<file path="config.mk">
export PLATFORM = sky130hd
export DESIGN_NAME = rd_xfr_sequencer
export DESIGN_NICKNAME = d
export VERILOG_FILES = /design/src/rtl/rd_xfr_sequencer.sv
export SDC_FILE = /design/constraint.sdc
export NUM_CORES = 1
export LEC_CHECK = 0
export BUFFER_PORTS_ARGS = -buffer_cell sky130_fd_sc_hd__buf_2
export CAP_MARGIN = 20
export CORE_MARGIN = 4
export CORE_UTILIZATION = 48
export CTS_CLUSTER_SIZE = 28
export DETAILED_ROUTE_END_ITERATION = 10
export GPL_ROUTABILITY_DRIVEN = 1
export PLACE_DENSITY = 0.77
export SLEW_MARGIN = 5
export SYNTH_ARGS = -nofsm -noshare
export SYNTH_HDL_FRONTEND = slang
export SYNTH_SLANG_ARGS = --single-unit
</file>
<file path="constraint.sdc">
create_clock -name CLK -period 1.75 [get_ports CLK]
set_input_delay 0.175 -clock CLK [delete_from_list [all_inputs] [get_ports CLK]]
set_output_delay 0.175 -clock CLK [all_outputs]
set_load 0.02 [all_outputs]
</file>
<file path="src/rtl/rd_xfr_sequencer.sv">
// rd_xfr_sequencer
//   Sequences one RD data transfer per shower trigger:
//   1. claims a free ping-pong capture buffer;
//   2. pulses RD_TRIGGER for TRIG_WIDTH cycles;
//   3. waits for the RD to raise ENABLE_XFR;
//   4. counts deserializer words until ENABLE_XFR falls;
//   5. closes the transfer with a status code.
//
// Optional feature macro: RD_TIMEOUT_EN
//   defined   -> WAIT_XFR and XFR give up after TIMEOUT cycles (ERR_CODE=1)
//   undefined -> no timeout counter; only ENABLE deassertion leaves those states
//
// Ports
//   CLK, RESET    clock, asynchronous active-high reset
//   ENABLE        software enable
//   EVT_TRIGGER   one-cycle shower trigger
//   ENABLE_XFR    RD transfer-enable (already synchronized)
//   WORD_STROBE   one pulse per received word
//   BUF_RELEASE   per-buffer release pulse from software
//   RD_ENABLE     registered copy of ENABLE
//   RD_TRIGGER    trigger pulse to the RD
//   WR_BUF        buffer being written
//   BUF_FULL      per-buffer full flags
//   WORD_COUNT    words of current/last transfer
//   XFR_DONE      transfer-closed pulse
//   XFR_ERR       XFR_DONE with non-zero status
//   ERR_CODE      0 ok, 1 timeout, 2 short, 3 overrun
//   LOST_TRIG     saturating dropped-trigger count
//   STATE         IDLE=0 TRIG=1 WAIT_XFR=2 XFR=3 DONE=4
module rd_xfr_sequencer #(
  parameter int MEM_SIZE   = 2048,
  parameter int TRIG_WIDTH = 4,
  parameter int TIMEOUT    = 65535
) (
  input  logic        CLK,
  input  logic        RESET,
  input  logic        ENABLE,
  input  logic        EVT_TRIGGER,
  input  logic        ENABLE_XFR,
  input  logic        WORD_STROBE,
  input  logic [1:0]  BUF_RELEASE,
  output logic        RD_ENABLE,
  output logic        RD_TRIGGER,
  output logic        WR_BUF,
  output logic [1:0]  BUF_FULL,
  output logic [11:0] WORD_COUNT,
  output logic        XFR_DONE,
  output logic        XFR_ERR,
  output logic [1:0]  ERR_CODE,
  output logic [7:0]  LOST_TRIG,
  output logic [2:0]  STATE
);

  typedef enum logic [2:0] {
    S_IDLE     = 3'd0,
    S_TRIG     = 3'd1,
    S_WAIT_XFR = 3'd2,
    S_XFR      = 3'd3,
    S_DONE     = 3'd4
  } state_t;

  localparam logic [11:0] MEM_LAST  = 12'(MEM_SIZE);
  localparam logic [3:0]  TRIG_LAST = 4'(TRIG_WIDTH - 1);

  state_t      state_reg, state_next;
  logic        rd_enable_reg;
  logic        enable_xfr_reg;
  logic        rd_trigger_reg, rd_trigger_next;
  logic        wr_buf_reg, wr_buf_next;
  logic [1:0]  buf_full_reg, buf_full_next;
  logic [11:0] word_count_reg, word_count_next;
  logic        overrun_reg, overrun_next;
  logic [1:0]  err_code_reg, err_code_next;
  logic [7:0]  lost_trig_reg, lost_trig_next;
  logic [3:0]  trig_cnt_reg, trig_cnt_next;

  logic xfr_rise, xfr_fall, timeout_hit, trig_accept, trig_drop;

  // Edges are taken against last cycle's ENABLE_XFR.
  assign xfr_rise = ENABLE_XFR & ~enable_xfr_reg;
  assign xfr_fall = ~ENABLE_XFR & enable_xfr_reg;

  assign trig_accept = (state_reg == S_IDLE) && EVT_TRIGGER && ENABLE && !(&buf_full_reg);
  // Any enabled trigger that is not accepted is a lost one.
  assign trig_drop   = EVT_TRIGGER && ENABLE && !trig_accept;

`ifdef RD_TIMEOUT_EN
  logic [15:0] timer_reg;

  // Reloads on every state change, so it restarts on entry to WAIT_XFR and XFR.
  always_ff @(posedge CLK or posedge RESET) begin
    if (RESET) begin
      timer_reg <= '0;
    end else if (state_next != state_reg) begin
      timer_reg <= '0;
    end else if (state_reg == S_WAIT_XFR || state_reg == S_XFR) begin
      timer_reg <= timer_reg + 16'd1;
    end
  end

  assign timeout_hit = (timer_reg == 16'(TIMEOUT - 1));
`else
  // TIMEOUT is at least 1, so this is a constant 0: no timeout path exists.
  assign timeout_hit = (TIMEOUT == 0);
`endif

  always_comb begin
    state_next      = state_reg;
    wr_buf_next     = wr_buf_reg;
    // Release first so that a coincident DONE set below wins.
    buf_full_next   = buf_full_reg & ~BUF_RELEASE;
    word_count_next = word_count_reg;
    overrun_next    = overrun_reg;
    err_code_next   = err_code_reg;
    trig_cnt_next   = trig_cnt_reg;
    lost_trig_next  = lost_trig_reg;

    if (trig_drop && lost_trig_reg != 8'hFF) begin
      lost_trig_next = lost_trig_reg + 8'd1;
    end

    case (state_reg)
      S_IDLE: begin
        if (trig_accept) begin
          state_next      = S_TRIG;
          wr_buf_next     = buf_full_reg[0];  // lowest-index free buffer
          word_count_next = '0;
          overrun_next    = 1'b0;
          err_code_next   = 2'd0;
          trig_cnt_next   = '0;
        end
      end
      S_TRIG: begin
        if (!ENABLE) begin
          state_next = S_IDLE;
        end else if (trig_cnt_reg == TRIG_LAST) begin
          state_next = S_WAIT_XFR;
        end else begin
          trig_cnt_next = trig_cnt_reg + 4'd1;
        end
      end
      S_WAIT_XFR: begin
        if (!ENABLE) begin
          state_next = S_IDLE;
        end else if (xfr_rise) begin
          state_next = S_XFR;
        end else if (timeout_hit) begin
          err_code_next = 2'd1;
          state_next    = S_DONE;
        end
      end
      S_XFR: begin
        if (!ENABLE) begin
          state_next = S_IDLE;
        end else begin
          if (WORD_STROBE) begin
            if (word_count_reg == MEM_LAST) begin
              overrun_next = 1'b1;
            end else begin
              word_count_next = word_count_reg + 12'd1;
            end
          end
          // Status uses the post-strobe values so a last-cycle word is included.
          if (xfr_fall) begin
            state_next = S_DONE;
            if (overrun_next) begin
              err_code_next = 2'd3;
            end else if (word_count_next < MEM_LAST) begin
              err_code_next = 2'd2;
            end else begin
              err_code_next = 2'd0;
            end
          end else if (timeout_hit) begin
            err_code_next = 2'd1;
            state_next    = S_DONE;
          end
        end
      end
      S_DONE: begin
        buf_full_next[wr_buf_reg] = 1'b1;
        state_next = S_IDLE;
      end
      default: state_next = S_IDLE;
    endcase

    rd_trigger_next = (state_next == S_TRIG);
  end

  always_ff @(posedge CLK or posedge RESET) begin
    if (RESET) begin
      state_reg      <= S_IDLE;
      rd_enable_reg  <= 1'b0;
      enable_xfr_reg <= 1'b0;
      rd_trigger_reg <= 1'b0;
      wr_buf_reg     <= 1'b0;
      buf_full_reg   <= '0;
      word_count_reg <= '0;
      overrun_reg    <= 1'b0;
      err_code_reg   <= '0;
      lost_trig_reg  <= '0;
      trig_cnt_reg   <= '0;
    end else begin
      state_reg      <= state_next;
      rd_enable_reg  <= ENABLE;
      enable_xfr_reg <= ENABLE_XFR;
      rd_trigger_reg <= rd_trigger_next;
      wr_buf_reg     <= wr_buf_next;
      buf_full_reg   <= buf_full_next;
      word_count_reg <= word_count_next;
      overrun_reg    <= overrun_next;
      err_code_reg   <= err_code_next;
      lost_trig_reg  <= lost_trig_next;
      trig_cnt_reg   <= trig_cnt_next;
    end
  end

  assign RD_ENABLE  = rd_enable_reg;
  assign RD_TRIGGER = rd_trigger_reg;
  assign WR_BUF     = wr_buf_reg;
  assign BUF_FULL   = buf_full_reg;
  assign WORD_COUNT = word_count_reg;
  assign XFR_DONE   = (state_reg == S_DONE);
  assign XFR_ERR    = (state_reg == S_DONE) && (err_code_reg != 2'd0);
  assign ERR_CODE   = err_code_reg;
  assign LOST_TRIG  = lost_trig_reg;
  assign STATE      = state_reg;

endmodule

</file>
After elaboration in Yosys (flattened, before gate mapping) --
Index checks and enable logic that the tools add are counted.
Word-level totals: logic and storage cells 91, bits of input ports 8, register bits after elaboration 36, output and inout bits 32
Cells by class: equality and inequality tests 13, $lt $le $gt $ge 3, reduce and logical (&&, ||, !) cells 19, bitwise operators 7, mux-type cells 35, add/sub/neg operators 3
Operators by type and width (number):
- 12-bit 2-to-1 mux | 6
- 12-bit case mux with 2 select lines | 1
- 3-bit 2-to-1 mux | 7
- 12-bit by 1-bit adder with 12-bit output, second input constant | 1
- 12-bit == test, second input constant | 1
- 12-bit less-than comparator, second input constant | 1
- 2-bit 2-to-1 mux | 6
- 4-bit 2-to-1 mux | 3
- 3-bit case mux with 4 select lines | 1
- 2-bit != test, second input constant | 5
- 8-bit by 1-bit adder with 8-bit output, second input constant | 1
- 1-bit logical AND | 8
- 8-bit != test, second input constant | 1
- 4-bit case mux with 2 select lines | 1
- 4-bit AND reduction | 2
- 1-bit 2-to-1 mux | 7
- 3-bit by 1-bit == test with 1-bit output, second input constant | 2
- 3-bit by 2-bit == test with 1-bit output, second input constant | 2
- 2-bit nonzero test | 3
- 4-bit by 1-bit adder with 4-bit output, second input constant | 1
- 4-bit by 2-bit == test with 1-bit output, second input constant | 1
- 2-bit case mux with 2 select lines | 1
- 2-bit AND reduction | 2
- 3-bit == test, second input constant | 1
- other kinds (12) | 15

Longest topological paths before layout --
Gate-level depths: netlist of the first run.
depth after elaboration 11, mapped depth 7, depth with buffers taken out 7

Worst setup path after synthesis of the first run --
No wires, ideal clock.
kind register -> register, start register state_reg[1] (netlist: STATE[1]), end register word_count_reg[8] (netlist: WORD_COUNT[8]), slack -0.289 ns, cell stages (with the launch flop) 6, buffers on the path 0, clock period less this slack 2.039 ns, arrival 1.973 ns, library setup time 0.066 ns, required time 1.684 ns, cells stage by stage dfrtp_1 -> a2111oi_4 -> a21oi_2 -> a2111o_1 -> or4_1 -> nand2_1
Between the ends: longest elaborated chain between the ends 6, elaborated cells between the ends (all ways) 10, those cells by class eq/ne: 3; mux: 1; reduce/logical: 6
Ends and longest elaborated chain:
- start, declared | line 65 | state_t state_reg, state_next;
- start signal, assigned | line 203 | state_reg <= state_next;
- 3-bit zero test | line 83, 122
- 1-bit logical AND (3 in a row) | line 83 | assign trig_accept = (state_reg == S_IDLE) && EVT_TRIGGER && ENABLE && !(&buf_full_reg);
- 2-bit != test (no source line)
- 3-bit AND reduction (no source line)
- end signal, assigned | line 209 | word_count_reg <= word_count_next;
- end, declared | line 71 | logic [11:0] word_count_reg, word_count_next;
Parallel ways exist; a longest one is shown, timed or not. A chain may end at the register's enable or synchronous reset.

Worst setup path in the final report of the first run --
start register word_count_reg[1] (netlist: WORD_COUNT[1]), end register word_count_reg[10] (netlist: WORD_COUNT[10])
Between the ends: longest elaborated chain between the ends 7, elaborated cells between the ends (all ways) 8, those cells by class add/sub: 1; eq/ne: 1; mux: 6
Ends and longest elaborated chain:
- 12-bit by 1-bit adder with 12-bit output or 12-bit == test (tied branches) | line 160, 157
- 12-bit 2-to-1 mux (*) | line 157 | if (word_count_reg == MEM_LAST) begin
- 12-bit 2-to-1 mux (*) | line 156 | if (WORD_STROBE) begin
- 12-bit 2-to-1 mux (*) | line 153 | if (!ENABLE) begin
- 12-bit 2-to-1 mux (*) | line 122 | case (state_reg)
- 12-bit 2-to-1 mux (*) | line 153
- 12-bit case mux with 2 select lines (*) | line 122
Mark *: on every way between the ends. The rest lies on a longest branch, timed or not. The select of a mux whose other input is x is not followed.

==> results of run 1 <==
## cell type report
class	instances	area (µm²)
flip-flops and latches	36	908
inverters	12	45.0
well taps	48	60.1
multi-input cells	130	1000
clock buffers	8	90.1
fillers	283	1010
repair buffers	84	547
## cell families after synthesis
group,count (synthesis)
AOI/OAI and AO/OA,33
adders and majority gates,5
and+or+nand+nor,78
buffers and inverters,13
muxes,2
xor gates and xnor gates,12
DFF,36
## power by group through the flow
| stage | clock network [mW] | registers, mW | logic (mW) |
|---|---|---|---|
| after floorplan | 0 | 1.04 | 0.171 |
| after global placement | 0 | 0.966 | 0.426 |
| after detailed placement | 0 | 0.968 | 0.437 |
| after CTS | 0.624 | 0.955 | 0.457 |
| after global routing | 0.667 | 0.966 | 0.548 |
| final | 0.612 | 0.958 | 0.502 |
## worst max-delay path: cells and delay by family (launching register included)
family | cells | cell delay, ps
buffers and inverters | 1 | 70
adders and majority gates | 1 | 150
AOI/OAI and AO/OA | 4 | 790
and+or+nand+nor | 1 | 490
DFF | 1 | 410
## cells in the mapped netlist (all sizes together), types with 2 or more instances
cell,instances
a2111oi,2
a21oi,8
and3,6
dfrtp,36
ha,4
inv,12
nand2,20
nand2b,3
nand3,10
nand3b,4
nand4,4
nor2,13
nor3,4
nor4,2
o211ai,2
o21ai,8
o31ai,3
o41ai,2
or3,4
or3b,2
or4,2
xnor2,10
xor2,2
## worst max-delay path by stage
stage,slack (ps),endpoint,cells past startpoint,from
5_1_grt,-300,WORD_COUNT[10],7,WORD_COUNT[1]
3_5_place_dp,-170,WORD_COUNT[10],7,WORD_COUNT[1]
3_3_place_gp,-110,WORD_COUNT[10],7,WORD_COUNT[1]
2_1_floorplan,-180,WORD_COUNT[8],5,BUF_FULL[1]
4_1_cts,-180,WORD_COUNT[9],7,WORD_COUNT[1]
6_report,-240,WORD_COUNT[10],7,WORD_COUNT[1]
## per-layer routing
layer,part of all wire [%],vias to the layer above,global-route usage [%]
met2,51,55,35.3
met3,5.7,13,5.94
met4,2.2,0,8.03
met1,42,827,27.3
met5,0,-,0
li1,-,826,-
## placed cells by master (no fill, tap or decap), drive strengths merged, types with 2 or more instances in the layout
| cell | n |
|---|---|
| clkbuf | 8 |
| xor2 | 2 |
| nor4 | 2 |
| a21oi | 8 |
| or4 | 2 |
| nor2 | 13 |
| nand3b | 4 |
| a2111oi | 2 |
| nand4 | 4 |
| or3b | 2 |
| o41ai | 2 |
| o21ai | 8 |
| inv | 12 |
| dfrtp | 36 |
| ha | 4 |
| nor3 | 4 |
| xnor2 | 10 |
| nand3 | 10 |
| nand2 | 20 |
| o211ai | 2 |
| o31ai | 3 |
| buf | 83 |
| and3 | 6 |
| nand2b | 3 |
| or3 | 4 |
## repair_timing
| action | 4_1_cts | 5_1_grt |
|---|---|---|
| hold endpoints to repair | 36 | 0 |
| buffers inserted | 3 | 6 |
| pin swaps | 7 | 10 |
| setup endpoints to repair | 15 | 19 |
| hold buffers | 1 | 0 |
| gates resized for setup | 13 | 16 |
==> reports/results.ini, run 1 <==
[global_routing]
grt_overflow = 0
grt_pass1_vias = 1787
grt_max_degree = 37
antenna_found_initial = 0
grtUsageTotal_pct = 21.6
grt_first_pass_wirelength_um = 8380

[synth]
ys.flop_type = dfrtp_1
synth_top_family_by_area = simple AND/OR/NAND/NOR gates
yosysTopAreaCellShare_pct = 49.8
netlist_top_cells_area = dfrtp_1, xnor2_1, nand2_1
ys_ff_latch = 36
synth-async-reset-ratio_pct = 100
yosys.area.top_type = dfrtp_1
netlist_area_um2 = 1810
yosysSeqAreaShare_pct = 49.8
synthSimpleGateAreaFrac_pct = 22.6
synth_compound_area_share_pct = 14.5
syn_nets = 191
synth_cell_types = 43
synth-xor-area-share_pct = 5.81
synthCells = 179
synth-edff-count = 0
synth_area_per_cell_um2 = 10.1
synthAdderAreaFrac_pct = 3.32
muxShareOfSynthArea_pct = 1.18
yosys_warnings = 0

[setup_path]
critPathMaxStageDelay_ps = 490
reg2reg_slack_ps = -240
path_class = register to register
worstRegToRegCells = 7
cp_max_fo = 4
reg2reg_from = WORD_COUNT[1]
reg2reg_to = WORD_COUNT[10]
crit_path_start_kind = register
crit_slowest_cell = or4bb_4
crit_required_ps = 1970
crit_path_end_kind = register
crit_arrival_ps = 2210
crit_path_cell_trace = inv_2, ha_2, or4bb_4, o31ai_4, a2111o_1, o21ai_1, a21oi_1

[routing]
vias_per_cell = 5.41
routedWlPerCell_um = 15.3
first_pass_iters = 4
drcViolationCount = 0
drt_iter0_drc = 151
ant_nets = 0
vias = 1721
routed_wl_um = 4860

[sta]
fin_crit_ps = 1990
fin_ws_ps = -236
max_slew_margin_pct = 70.1
rsz0062_at_grt = yes
setup_tns_ps = -1960
fin_crit_sh_pct = 113
slew_viol_final = 0
whs_ps = 37.2
tightest_slew_ps = 449
finalHoldViolations = 0
clock_skew_ps = 6.08
setup_violations = 15
fmax_mhz = 504

[floorplanning]
die_w_um = 69.4
ios = 40
start_util_pct = 49.4
core-area_um2 = 3660
die_area_um2 = 4820
die_y_um = 69.4
num_rows = 22

[layout]
drive_gt1_share_pct = 47.4
fin_nets = 281
largest_register_ff_count = 12
diodes = 0
syn2layout_area_growth_pct = 46.7
final_util_pct = 72.5
final_cells = 318
design_area_um2 = 2660

[place]
gp_congestion = 0.894
dp_slack_ps = -172
portBuffers = 39
placed_cell_area_um2 = 2360
dp.cells = 300
hpwl_um = 3360

[pwr]
p_switching_mw = 0.614
power_density_nw_per_um2 = 780
power_leakage_nw = 1.30
power_frac_clock_pct = 29.5
internal_power_mw = 1.46
p_seq_share_pct = 46.2
power.share.switching_pct = 29.7
ir_drop_mv = 0.635
power.total_mw = 2.07
share_comb_of_total_power_pct = 24.2

[worst_hold_path]
min_from = ENABLE_XFR
hp-class = input port to register
hold_end = enable_xfr_reg
hold-path-cell-count = 1

[flow_run]
cap_violations = 0

[clock_network]
cts_tree = yes
cts_max_path_buffers = 2
path_clk_slew_ps = 70
cts.sink_count = 36
insertion_delay_ps = 290
htree_levels = 2
cts-root-buf = clkbuf_8
cts_buffers = 5

[run_status]
status = finished with violations
violations = setup timing

No activity file was read; power rests on OpenSTA's default activity.
==> inputs of run 2 (changes only) <==
- PLACE_DENSITY: 0.77 -> 0.75
==> run 2 against run 1 <==
Effect of this change:
- the run still ends with setup timing left
- clock power rose by 31%
- fmax increased by 0.84%
- via count is 2.2% higher
- register-to-register slack improved by 20 ps
- die area stayed put
- design area down 0.61%
- sequential share of layout area up 0.21 points
- clock-buffer cell count down 1
- first-iteration DRC count up 19%
- combinational power down 8.6%
- global-route usage is 1.8 points lower
- critical path type unchanged
- highest routed layer unchanged
==> reports/results.ini, run 2 (synthesized netlist as in run 1, its figures left out) <==
[setup_path]
reg2reg_to = WORD_COUNT[5]
crit_required_ps = 1930
path_class = register to register
crit_path_start_kind = register
worstRegToRegCells = 8
reg2reg_from = WORD_COUNT[1]
crit_path_end_kind = register
reg2reg_slack_ps = -220
crit_arrival_ps = 2150
cp_max_fo = 4

[worst_hold_path]
hold_end = enable_xfr_reg
hold-path-cell-count = 1
hp-class = input port to register
min_from = ENABLE_XFR

[layout]
final_util_pct = 72.1
fin_nets = 280
multiInputGateArea_um2 = 963
drive_gt1_share_pct = 45.4
mostFrequentLayoutCell = buf_4
largest_register_ff_count = 12
diodes = 0
syn2layout_area_growth_pct = 45.9
layout_common_cells = buf_4, buf_2, dfrtp_1, nand2_1, nor2_1
design_area_um2 = 2640
nFillCells = 277
seq_area_um2 = 908

[sta]
clock_skew_ps = 4.69
slew_viol_final = 0
max_slew_margin_pct = 69.7
tightest_slew_ps = 454
fin_crit_sh_pct = 113
setup_violations = 12
fmax_mhz = 508
rsz0062_at_grt = yes
fin_crit_ps = 1970
setup_tns_ps = -1900
finalHoldViolations = 0
fin_ws_ps = -219

[routing]
first_pass_iters = 4
routed_wl_um = 5000
routedWlPerCell_um = 15.8
vias = 1759
drt_iter0_drc = 179
vias_per_cell = 5.55
drcViolationCount = 0
ant_nets = 0

[pwr]
power_density_nw_per_um2 = 840
ir_drop_mv = 0.728
power_leakage_nw = 1.31

[global_routing]
grt_max_degree = 37
antenna_found_initial = 0
grtUsageTotal_pct = 19.8
grt_first_pass_wirelength_um = 7730
grt_pass1_vias = 1693
grt_overflow = 0

[clock_network]
cts-root-buf = clkbuf_8
cts_max_path_buffers = 2
htree_levels = 2
cts_buffers = 5
insertion_delay_ps = 290
cts.sink_count = 36
path_clk_slew_ps = 70
cts_tree = yes

[run_status]
violations = setup timing
status = finished with violations

[floorplanning]
die_w_um = 69.4
core-area_um2 = 3660
die_y_um = 69.4
start_util_pct = 49.4
die_area_um2 = 4820
num_rows = 22
ios = 40

[place]
gp_congestion = 0.882
portBuffers = 39
hpwl_um = 3420
placed_cell_area_um2 = 2360
dp_slack_ps = -197

[flow_run]
cap_violations = 0

[run 2: power by group]
group / total [mW] / switching (mW) / internal (mW)
combinational: 0.459 / 0.252 / 0.207
sequential: 0.959 / 0.0601 / 0.899
clock: 0.799 / 0.296 / 0.503
total: 2.22 / 0.609 / 1.61
[run 2: cell type report]
type | instances | share of cell area (%)
Multi-Input combinational cell | 130 | 36.5
Inverter | 12 | 1.71
Clock buffer | 7 | 3.65
Timing Repair Buffer | 83 | 20.3
Tap cell | 48 | 2.28
Clock inverter | 1 | 1.14
Sequential cell | 36 | 34.4
[run 2: routing by layer]
| metal | up-vias | track usage, % | part of all wire, % |
|---|---|---|---|
| li1 | 832 | - | - |
| met1 | 838 | 25.2 | 42 |
| met2 | 77 | 32.5 | 50 |
| met3 | 12 | 3.77 | 6.6 |
| met4 | 0 | 9.11 | 1.8 |
| met5 | - | 0 | 0 |
[run 2: worst max path at each step]
stage / from / end / cells after the start
6_report: WORD_COUNT[1] / WORD_COUNT[5] / 8
5_1_grt: WORD_COUNT[0] / WORD_COUNT[10] / 7
4_1_cts: WORD_COUNT[1] / WORD_COUNT[10] / 7
3_5_place_dp: WORD_COUNT[1] / WORD_COUNT[10] / 7
3_3_place_gp: WORD_COUNT[1] / WORD_COUNT[10] / 7
2_1_floorplan: BUF_FULL[1] / WORD_COUNT[8] / 5
[run 2: per-stage QoR]
stage / std cells / hold WS [ps] / total power, mW
6_report: 317 / 42.2 / 2.22
5_1_grt: 317 / 36.5 / 2.32
4_1_cts: 312 / 35.1 / 2.19
3_5_place_dp: 300 / 304 / 1.39
3_3_place_gp: 300 / 300 / 1.38
2_1_floorplan: 179 / 206 / 1.21
[run 2: repair_timing]
item                                    4_1_cts  5_1_grt
gates resized for setup                       8       11
pin swaps                                     6        7
endpoints found under the hold margin        30        0
endpoints found under the setup margin       16       16
hold buffers                                  1        0
buffers inserted                              3        5
[run 2: critical path, stage by stage, from the launching register on]
cell     delay [ps]
dfrtp_2         410
inv_2            60
ha_2            150
or4bb_4         480
o31ai_4         310
buf_4           170
nor3_2           50
xnor2_1         180
nor2_1           50
